<file path="config.mk">
export PLATFORM = sky130hd
export DESIGN_NAME = array_4_ctrl
export DESIGN_NICKNAME = d
export VERILOG_FILES = /design/src/rtl/array_4_ctrl.sv
export SDC_FILE = /design/constraint.sdc
export NUM_CORES = 1
export LEC_CHECK = 0
export BUFFER_PORTS_ARGS = -buffer_cell sky130_fd_sc_hd__buf_2
export CAP_MARGIN = 20
export CORE_MARGIN = 3
export CORE_UTILIZATION = 35
export CTS_CLUSTER_DIAMETER = 100
export DETAILED_ROUTE_END_ITERATION = 10
export HOLD_SLACK_MARGIN = 0.12
export PLACE_DENSITY = 0.62
export REMOVE_ABC_BUFFERS = 1
export SETUP_SLACK_MARGIN = 0.2
export SLEW_MARGIN = 20
export SYNTH_ARGS = -nofsm -noshare
export SYNTH_HDL_FRONTEND = slang
export SYNTH_SLANG_ARGS = --single-unit
</file>
<file path="constraint.sdc">
create_clock -name clk -period 5.44 [get_ports clk]
set_input_delay 0 -clock clk [delete_from_list [all_inputs] [get_ports clk]]
set_output_delay 0 -clock clk [all_outputs]
set_load 0.02 [all_outputs]
</file>
<file path="src/rtl/array_4_ctrl.sv">
// Sequences one systolic-array tile (clear, weight preload, skewed streaming, drain).
// Latency: start to done is HEIGHT + k_len + WIDTH + OLAT + 1 edges; all outputs registered.
// Backpressure: none; start is only accepted in IDLE, and abort returns to IDLE on the next edge.
module array_4_ctrl #(
  parameter int HEIGHT = 4,
  parameter int WIDTH  = 4,
  parameter int CNTW   = 16,
  parameter int OLAT   = 5
) (
  input  logic              clk,
  input  logic              rst_n,
  input  logic              start,
  input  logic              abort,
  input  logic [CNTW-1:0]   k_len,
  output logic              busy,
  output logic              done,
  output logic [HEIGHT-1:0] en_i,
  output logic [HEIGHT-1:0] clr_i,
  output logic [WIDTH-1:0]  en_w,
  output logic [WIDTH-1:0]  clr_w,
  output logic [WIDTH-1:0]  en_o,
  output logic [WIDTH-1:0]  clr_o,
  output logic              wght_rd,
  output logic [HEIGHT-1:0] ifm_rd,
  output logic [WIDTH-1:0]  ofm_vld
);

  localparam int WCW = (HEIGHT > 1) ? $clog2(HEIGHT) : 1;
  // One extra bit so k_len + WIDTH - 1 + OLAT never wraps for the largest k_len.
  localparam int TW  = CNTW + 1;

  typedef enum logic [2:0] {
    S_IDLE,
    S_CLR,
    S_WLOAD,
    S_STREAM,
    S_DONE
  } state_t;

  state_t          state_q, state_nx;
  logic [WCW-1:0]  wcnt_q, wcnt_nx;
  logic [TW-1:0]   t_q, t_nx;
  logic [CNTW-1:0] klen_q, klen_nx;
  logic [TW-1:0]   last_t;

  logic              busy_nx, done_nx, wght_rd_nx;
  logic [HEIGHT-1:0] en_i_nx, clr_i_nx, ifm_rd_nx;
  logic [WIDTH-1:0]  en_w_nx, clr_w_nx, en_o_nx, clr_o_nx, ofm_vld_nx;
  logic [31:0]       t32, k32;

  // Final stream index: k_len + WIDTH - 1 + OLAT cycles, counted from 0.
  assign last_t = TW'(klen_q) + TW'(WIDTH - 2 + OLAT);

  // Next-state and counter sequencing; abort overrides everything outside IDLE.
  always_comb begin
    state_nx = state_q;
    wcnt_nx  = wcnt_q;
    t_nx     = t_q;
    klen_nx  = klen_q;
    case (state_q)
      S_IDLE: begin
        if (start && !abort) begin
          klen_nx  = k_len;
          state_nx = (k_len == '0) ? S_DONE : S_CLR;
        end
      end
      S_CLR: begin
        wcnt_nx  = '0;
        state_nx = S_WLOAD;
      end
      S_WLOAD: begin
        if (wcnt_q == WCW'(HEIGHT - 1)) begin
          t_nx     = '0;
          state_nx = S_STREAM;
        end else begin
          wcnt_nx = wcnt_q + 1'b1;
        end
      end
      S_STREAM: begin
        if (t_q == last_t) begin
          state_nx = S_DONE;
        end else begin
          t_nx = t_q + 1'b1;
        end
      end
      S_DONE: begin
        state_nx = S_IDLE;
      end
      default: begin
        state_nx = S_IDLE;
      end
    endcase
    if (abort && state_q != S_IDLE) begin
      state_nx = S_IDLE;
    end
  end

  // Output decode from the next state so every output is a plain register.
  always_comb begin
    busy_nx    = 1'b0;
    done_nx    = 1'b0;
    wght_rd_nx = 1'b0;
    en_i_nx    = '0;
    clr_i_nx   = '0;
    ifm_rd_nx  = '0;
    en_w_nx    = '0;
    clr_w_nx   = '0;
    en_o_nx    = '0;
    clr_o_nx   = '0;
    ofm_vld_nx = '0;
    t32        = 32'(t_nx);
    k32        = 32'(klen_nx);
    case (state_nx)
      S_CLR: begin
        busy_nx  = 1'b1;
        clr_i_nx = '1;
        clr_w_nx = '1;
        clr_o_nx = '1;
      end
      S_WLOAD: begin
        busy_nx    = 1'b1;
        en_w_nx    = '1;
        wght_rd_nx = 1'b1;
      end
      S_STREAM: begin
        busy_nx = 1'b1;
        // Row h sees its k_len vectors delayed by h cycles (input skew).
        for (int h = 0; h < HEIGHT; h++) begin
          en_i_nx[h]   = (t32 >= 32'(h)) && (t32 < 32'(h) + k32);
          ifm_rd_nx[h] = en_i_nx[h];
        end
        // Column w accumulates with a w-cycle skew; results emerge OLAT later.
        for (int w = 0; w < WIDTH; w++) begin
          en_o_nx[w]    = (t32 >= 32'(w)) && (t32 < 32'(w) + k32);
          ofm_vld_nx[w] = (t32 >= 32'(w + OLAT)) && (t32 < 32'(w + OLAT) + k32);
        end
      end
      S_DONE: begin
        done_nx = 1'b1;
      end
      default: begin
        busy_nx = 1'b0;
      end
    endcase
  end

  // State, counters and registered outputs.
  always_ff @(posedge clk or negedge rst_n) begin
    if (!rst_n) begin
      state_q <= S_IDLE;
      wcnt_q  <= '0;
      t_q     <= '0;
      klen_q  <= '0;
      busy    <= 1'b0;
      done    <= 1'b0;
      wght_rd <= 1'b0;
      en_i    <= '0;
      clr_i   <= '0;
      ifm_rd  <= '0;
      en_w    <= '0;
      clr_w   <= '0;
      en_o    <= '0;
      clr_o   <= '0;
      ofm_vld <= '0;
    end else begin
      state_q <= state_nx;
      wcnt_q  <= wcnt_nx;
      t_q     <= t_nx;
      klen_q  <= klen_nx;
      busy    <= busy_nx;
      done    <= done_nx;
      wght_rd <= wght_rd_nx;
      en_i    <= en_i_nx;
      clr_i   <= clr_i_nx;
      ifm_rd  <= ifm_rd_nx;
      en_w    <= en_w_nx;
      clr_w   <= clr_w_nx;
      en_o    <= en_o_nx;
      clr_o   <= clr_o_nx;
      ofm_vld <= ofm_vld_nx;
    end
  end

endmodule

</file>
* After elaboration in Yosys (flattened, before gate mapping)
Index checks and enable logic that the tools add are counted.
W data, S select, Z words.
** Storage, ports and cells
- Register bits :: 57
- Word-level logic and storage cells :: 82
** Cells by class
- Add/subtract/negate cells :: 10
- $lt $le $gt $ge :: 15
- Equal/unequal tests :: 10
- Multiplexer cells :: 20
- Reduce and logical (&&, ||, !) cells :: 16
** Operators by type and width (count)
- $lt A17 B17 Y1 :: 7
- $add A3 B16 Y17 const A :: 3
- $ge A17 B3 Y1 const B :: 3
- $add A2 B16 Y17 const A :: 2
- $ge A17 B2 Y1 const B :: 2
- $mux W17 :: 2
- $pmux W17 S2 :: 1
- $mux W16 :: 2
- $add A1 B16 Y17 const A :: 1
- $add A16 B3 Y17 const B :: 1
- $add A17 B1 Y17 const B :: 1
- $add A4 B16 Y17 const A :: 1
- $eq A17 B17 Y1 :: 1
- $ge A17 B1 Y1 const B :: 1
- $ge A17 B4 Y1 const B :: 1
- $lt A17 B16 Y1 :: 1
- $logic_not A16 Y1 :: 1
- $mux W4 :: 4
- $mux W3 :: 5
- $eq A3 B2 Y1 const B :: 4
- $pmux W3 S4 :: 1
- $logic_and A1 B1 Y1 :: 9
- $eq A3 B1 Y1 const B :: 2
- $pmux W2 S2 :: 1
- 12 further kinds :: 14

* Logic depth before layout (Yosys ltp)
- Word-level depth :: 8
- Depth in mapped cells :: 24
- Mapped depth without buffers :: 23

* Worst setup path before layout
OpenSTA, ideal clock, no wires.
- Path type :: register -> register
- Start :: register klen_q[0]
- End :: register ifm_rd[0]
- Data arrival time :: 4.532 ns
- Data required time :: 5.374 ns
- Setup slack :: 0.843 ns
- Cell stages (with the launch flop) :: 22
- Buffers on the path :: 1
- Clock period less this slack :: 4.597 ns
- Path through :: dfrtp_1 inv_1 ha_1 nor2b_1 nor4b_1 xnor2_1 nand2_1 or4_1 buf_4 nand2b_1 a21oi_1 o21ai_0 ha_1 a21o_1 a21o_1 a21o_1 a21oi_1 nor2b_1 o21ai_0 nand2b_1 a211oi_1 o31a_1
** Between the ends
- Elaborated cells on any way between the ends :: 12
- Those cells by class :: add/sub: 1; order compare: 1; eq/ne: 2; mux: 8
** RTL lines
- start, declared :: line 43 : logic [CNTW-1:0] klen_q, klen_nx;
- start signal, assigned :: line 169 : klen_q <= klen_nx;
- $add A16 B3 Y17 :: line 52 : assign last_t = TW'(klen_q) + TW'(WIDTH - 2 + OLAT);
- $eq A17 B17 Y1 :: line 80 : if (t_q == last_t) begin
- $mux W17 :: line 80
- $pmux W17 S2 :: line 60 : case (state_q)
- via t_nx[3] :: line 42 : logic [TW-1:0] t_q, t_nx;
- $lt A17 B16 Y1 :: line 129 : en_i_nx[h] = (t32 >= 32'(h)) && (t32 < 32'(h) + k32);
- $mux W4
- via en_i_nx[0] :: line 47 : logic [HEIGHT-1:0] en_i_nx, clr_i_nx, ifm_rd_nx;
- end signal, assigned :: line 175 : ifm_rd <= ifm_rd_nx;
- end, declared :: line 24 : output logic [HEIGHT-1:0] ifm_rd,
The timed path passes the listed nets, and every way through them passes these cells.
A chain may end at the register's enable or synchronous reset.

* Worst setup path after layout
- Start :: register klen_q[0]
- End :: register ofm_vld[2]
** Between the ends
- Longest elaborated chain between the ends :: 7
- Elaborated cells on any way between the ends :: 15
- Those cells by class :: add/sub: 2; order compare: 2; eq/ne: 2; mux: 8; reduce/logical: 1
** Ends and longest elaborated chain
- $add A16 B3 Y17 * :: line 52
- $eq A17 B17 Y1 * :: line 80
- $mux W17 * :: line 80
- $pmux W17 S2 * :: line 60
- via t_nx[10] :: line 42
- $ge A17 B3 Y1 or $lt A17 B17 Y1 (tied branches) :: line 135 : ofm_vld_nx[w] = (t32 >= 32'(w + OLAT)) && (t32 < 32'(w + OLAT) + k32);
- $logic_and A1 B1 Y1 * :: line 135
- $mux W4 * :: line 113 : case (state_nx)
- via ofm_vld_nx[2] :: line 48 : logic [WIDTH-1:0] en_w_nx, clr_w_nx, en_o_nx, clr_o_nx, ofm_vld_nx;
- end signal, assigned :: line 180 : ofm_vld <= ofm_vld_nx;
- end, declared :: line 25 : output logic [WIDTH-1:0] ofm_vld
Mark *: on every way through the listed nets, which the timed path passes. The rest lies on a longest branch.

==> flow_summary.toml <==
[critical_path]
setup.worst_path.class = "flop to flop"
worst_setup_path_end_kind = "flop"
data_required_time_at_the_worst_endpoint_ns = 5.65
cells_on_worst_reg2reg_path = 21
worstReg2RegStart = "klen_q[0]$_DFF_PN0_"
rr_endpoint = "ofm_vld[2]$_DFF_PN0_"
cp.arrival_ns = 5.11
worst-r2r-setup-slack_ns = 0.54
critical_path_peak_fanout = 9
start_kind = "flop"

[sta]
clock_skew_ns = 0.0152
post-route-period-util = 0.900
hold_ws_ns = 0.148
max_transition_viols_final = 0
rsz0062_at_grt = "false"
timing.max_slew.rel_slack = 0.286
fmax_mhz = 204
final_hold_viol_count = 0
report.final.setup_viol = 0
post-route-min-period_ns = 4.90
worst-slew-pin-transition_ns = 1.06
fin_tns_setup_ns = 0

[place]
io_buffers = 54
sum_of_net_half_perimeters_after_detailed_placement_mm = 20.3
routabilityCongestion = 0.987

[synth]
postSynthAreaPerCell_um2 = 8.10
post_synth_fa_ha_maj_area_fraction = 0.207
yosys-top-cells-area = "sky130_fd_sc_hd__ha_1 (21%), sky130_fd_sc_hd__dfrtp_1 (16%), sky130_fd_sc_hd__xnor2_1 (12%)"
synth_largest_type_area_fraction = 0.207
postSynthRegisterBits = 50
ys_warn_count = 0
yosys.cell_types.count = 71
synth.cell_area_mm2 = 0.00763
async_flop_share = 1.00
synth_simple_gate_area_frac = 0.224
synth_sequential_area_ratio = 0.164
main_combinational_cell_family_by_area_after_synthesis = "simple AND/OR/NAND/NOR gates"
synth.mux.area_fraction = 0.0316
synth_edf_count = 0
post_synth_inst_count = 942
synth_compound_area_frac = 0.182
synth_xor_area_frac = 0.131
yosys.area.top_type = "sky130_fd_sc_hd__ha_1"
ys.flop_type = "sky130_fd_sc_hd__dfrtp_1"

[routing]
detail_route.wirelength_mm = 25.6
detailedRoute.firstIterationViolations = 541
drtAntennaViolNets = 0
routed_wire_length_per_instance_um = 20.1
drt_pre_antenna_iters = 4
remaining_drc_errors = 0
dr_total_vias = 7375
vias_per_cell = 5.78

[clocking]
cts_sinks = 50
skew_pair_late_insertion_delay_ns = 0.31
tritoncts_clock_tree = "done"
clock-root-buffer = "sky130_fd_sc_hd__clkbuf_16"
clockBufferDepth = 2
cts_inserted_buffers = 5
cts-htree-levels = 2
worst_setup_hold_path_clk_slew_ns = 0.08

[layout]
finish.net_count = 1145
most-common-layout-cells = "sky130_fd_sc_hd__ha_1 (126), sky130_fd_sc_hd__xnor2_1 (102), sky130_fd_sc_hd__nand2_1 (79)"
final-seq-area_mm2 = 0.00125
most_common_library_cell_in_the_layout_ignoring_fill_and_taps = "sky130_fd_sc_hd__ha_1"
filler_cell_count = 2224
multi_input_area_mm2 = 0.00594
antenna_cells_inserted = 0
area_growth_pct = 11.6
final_layout_size_suffix_gt1_frac = 0.142

[grt]
grt_pass1_vias = 7097
global_route_wire_length_before_repair_mm = 40.4
grt_overflow = 0
grt_max_degree = 51
grt_antenna_before_repair = 0
track_usage = 0.215

[power]
power.density_mw_per_mm2 = 300
ir_drop_uv = 139
p_leak_nw = 4.02

[floorplanning]
num_io_pins = 55
floorplan.rows = 53
floorplan_die_area_mm2 = 0.0236
initial_utilization = 0.360
die_height_um = 154
design.core.area_mm2 = 0.0212
die_x_um = 154

[worst_hold_path]
min_delay_path_depth = 3
worst_hold_path.endpoint = "klen_q[10]$_DFF_PN0_"
hp-start = "k_len[10]"
min_path_type = "input pin to flop"

[status]
run_status = "completed"

[flow_run]
maxCapViolCount = 0
[metrics by stage]
step / util / setup WS (ns) / instance area, µm² / instances / total power, mW
detailed placement: 0.392 / 0.431 / 8310 / 1263 / 2.18
global placement: 0.392 / 0.532 / 8310 / 1263 / 2.17
finish: 0.401 / 0.542 / 8510 / 1275 / 2.56
global route: 0.401 / 0.236 / 8510 / 1275 / 2.77
floorplan: - / 0.317 / 7280 / 881 / 1.63
CTS: 0.400 / 0.413 / 8500 / 1274 / 2.54
[metal layers]
layer	global-route usage	vias up	routed length (µm)
met3	0.0296	46	1950
met2	0.334	287	11200
met5	0	-	0
met1	0.310	3505	11600
li1	-	3537	-
met4	0.0690	0	891
[worst max-delay path: stages, from the launching register on]
cell and delay, ns:
sky130_fd_sc_hd__dfrtp_1 0.45, sky130_fd_sc_hd__inv_1 0.08, sky130_fd_sc_hd__ha_1 0.19, sky130_fd_sc_hd__nand2b_1 0.13, sky130_fd_sc_hd__and4_1 0.22, sky130_fd_sc_hd__o211a_1 0.21
sky130_fd_sc_hd__o22ai_1 0.55, sky130_fd_sc_hd__nor4_4 0.14, sky130_fd_sc_hd__nor4_1 0.35, sky130_fd_sc_hd__o21ai_0 0.17, sky130_fd_sc_hd__a21bo_2 0.37, sky130_fd_sc_hd__ha_1 0.36
sky130_fd_sc_hd__a21o_1 0.19, sky130_fd_sc_hd__a21oi_1 0.14, sky130_fd_sc_hd__nor2b_1 0.06, sky130_fd_sc_hd__o21ai_0 0.16, sky130_fd_sc_hd__nand2b_1 0.10, sky130_fd_sc_hd__a21oi_1 0.15
sky130_fd_sc_hd__nor2b_1 0.05, sky130_fd_sc_hd__o21ai_0 0.23, sky130_fd_sc_hd__nand2_1 0.15, sky130_fd_sc_hd__a2111oi_2 0.33
[cell usage after synthesis (6+ instances only)]
cell type	n
sky130_fd_sc_hd__or3_1	6
sky130_fd_sc_hd__nand3_1	30
sky130_fd_sc_hd__o31ai_1	6
sky130_fd_sc_hd__a211oi_1	10
sky130_fd_sc_hd__inv_1	21
sky130_fd_sc_hd__clkbuf_1	22
sky130_fd_sc_hd__o211ai_1	9
sky130_fd_sc_hd__xor2_1	12
sky130_fd_sc_hd__a211o_1	10
sky130_fd_sc_hd__ha_1	126
sky130_fd_sc_hd__a21o_1	33
sky130_fd_sc_hd__mux2i_1	23
sky130_fd_sc_hd__o21ai_0	37
sky130_fd_sc_hd__a31oi_1	6
sky130_fd_sc_hd__dfrtp_1	50
sky130_fd_sc_hd__nor2b_1	21
sky130_fd_sc_hd__nand2_1	79
sky130_fd_sc_hd__a21oi_1	52
sky130_fd_sc_hd__buf_4	26
sky130_fd_sc_hd__nor2_1	62
sky130_fd_sc_hd__nand4_1	30
sky130_fd_sc_hd__xnor2_1	102
sky130_fd_sc_hd__buf_2	9
sky130_fd_sc_hd__nor3_1	27
sky130_fd_sc_hd__nor4_1	24
sky130_fd_sc_hd__nand2b_1	16
sky130_fd_sc_hd__and2_1	7
[how the worst max path moves through the flow]
stage                                    start                   end  slack (ns)  depth (start not counted)
after floorplan           state_q[0]$_DFF_PN0_   ifm_rd[3]$_DFF_PN0_        0.32                         16
after global placement     klen_q[0]$_DFF_PN0_  ofm_vld[0]$_DFF_PN0_        0.53                         22
after detailed placement   klen_q[0]$_DFF_PN0_  ofm_vld[0]$_DFF_PN0_        0.43                         22
after CTS                  klen_q[0]$_DFF_PN0_  ofm_vld[0]$_DFF_PN0_        0.41                         22
after global routing       klen_q[0]$_DFF_PN0_  ofm_vld[2]$_DFF_PN0_        0.24                         21
final                      klen_q[0]$_DFF_PN0_  ofm_vld[2]$_DFF_PN0_        0.54                         21
[flip-flops by register name, summed over array words and instances, names as in the netlist, named ones only]
signal / cells
ifm_rd: 4
en_w: 1
t_q: 16
klen_q: 16
wcnt_q: 2
clr_o: 1
ofm_vld: 4
done: 1
busy: 1
state_q: 3
[where the power goes]
group,internal [mW],total [mW],switching (mW)
registers,0.431,0.524,0.0936
logic,0.655,1.69,1.03
clock network,0.176,0.344,0.168
[timing repair]
item / in CTS / in global routing
setup buffers: 0 / 1
resized for setup: 0 / 3
hold endpoints to repair: 54 / 0
setup endpoints to repair: 0 / 5
hold buffers: 3 / 0
[kinds of logic (layout without fill, tap and decap cells)]
group / count (synthesis) / count (layout)
AND/OR/NAND/NOR: 331 / 331
AO/OA/AOI/OAI: 205 / 205
adder cells (fa/ha/maj): 126 / 126
XOR/XNOR: 114 / 114
buffers and inverters: 92 / 150
flip-flops: 50 / 50
multiplexers: 24 / 24
[layout make-up]
| cell class | count | share of cell area |
|---|---|---|
| multi-input cells | 800 | 0.698 |
| flip-flops and latches | 50 | 0.147 |
| repair buffers | 111 | 0.0829 |
| well taps | 275 | 0.0404 |
| clock buffers | 5 | 0.0147 |
| inverters | 31 | 0.0137 |
| clock inverters | 3 | 0.00338 |
Note: power is estimated with default switching activity, not from simulation.
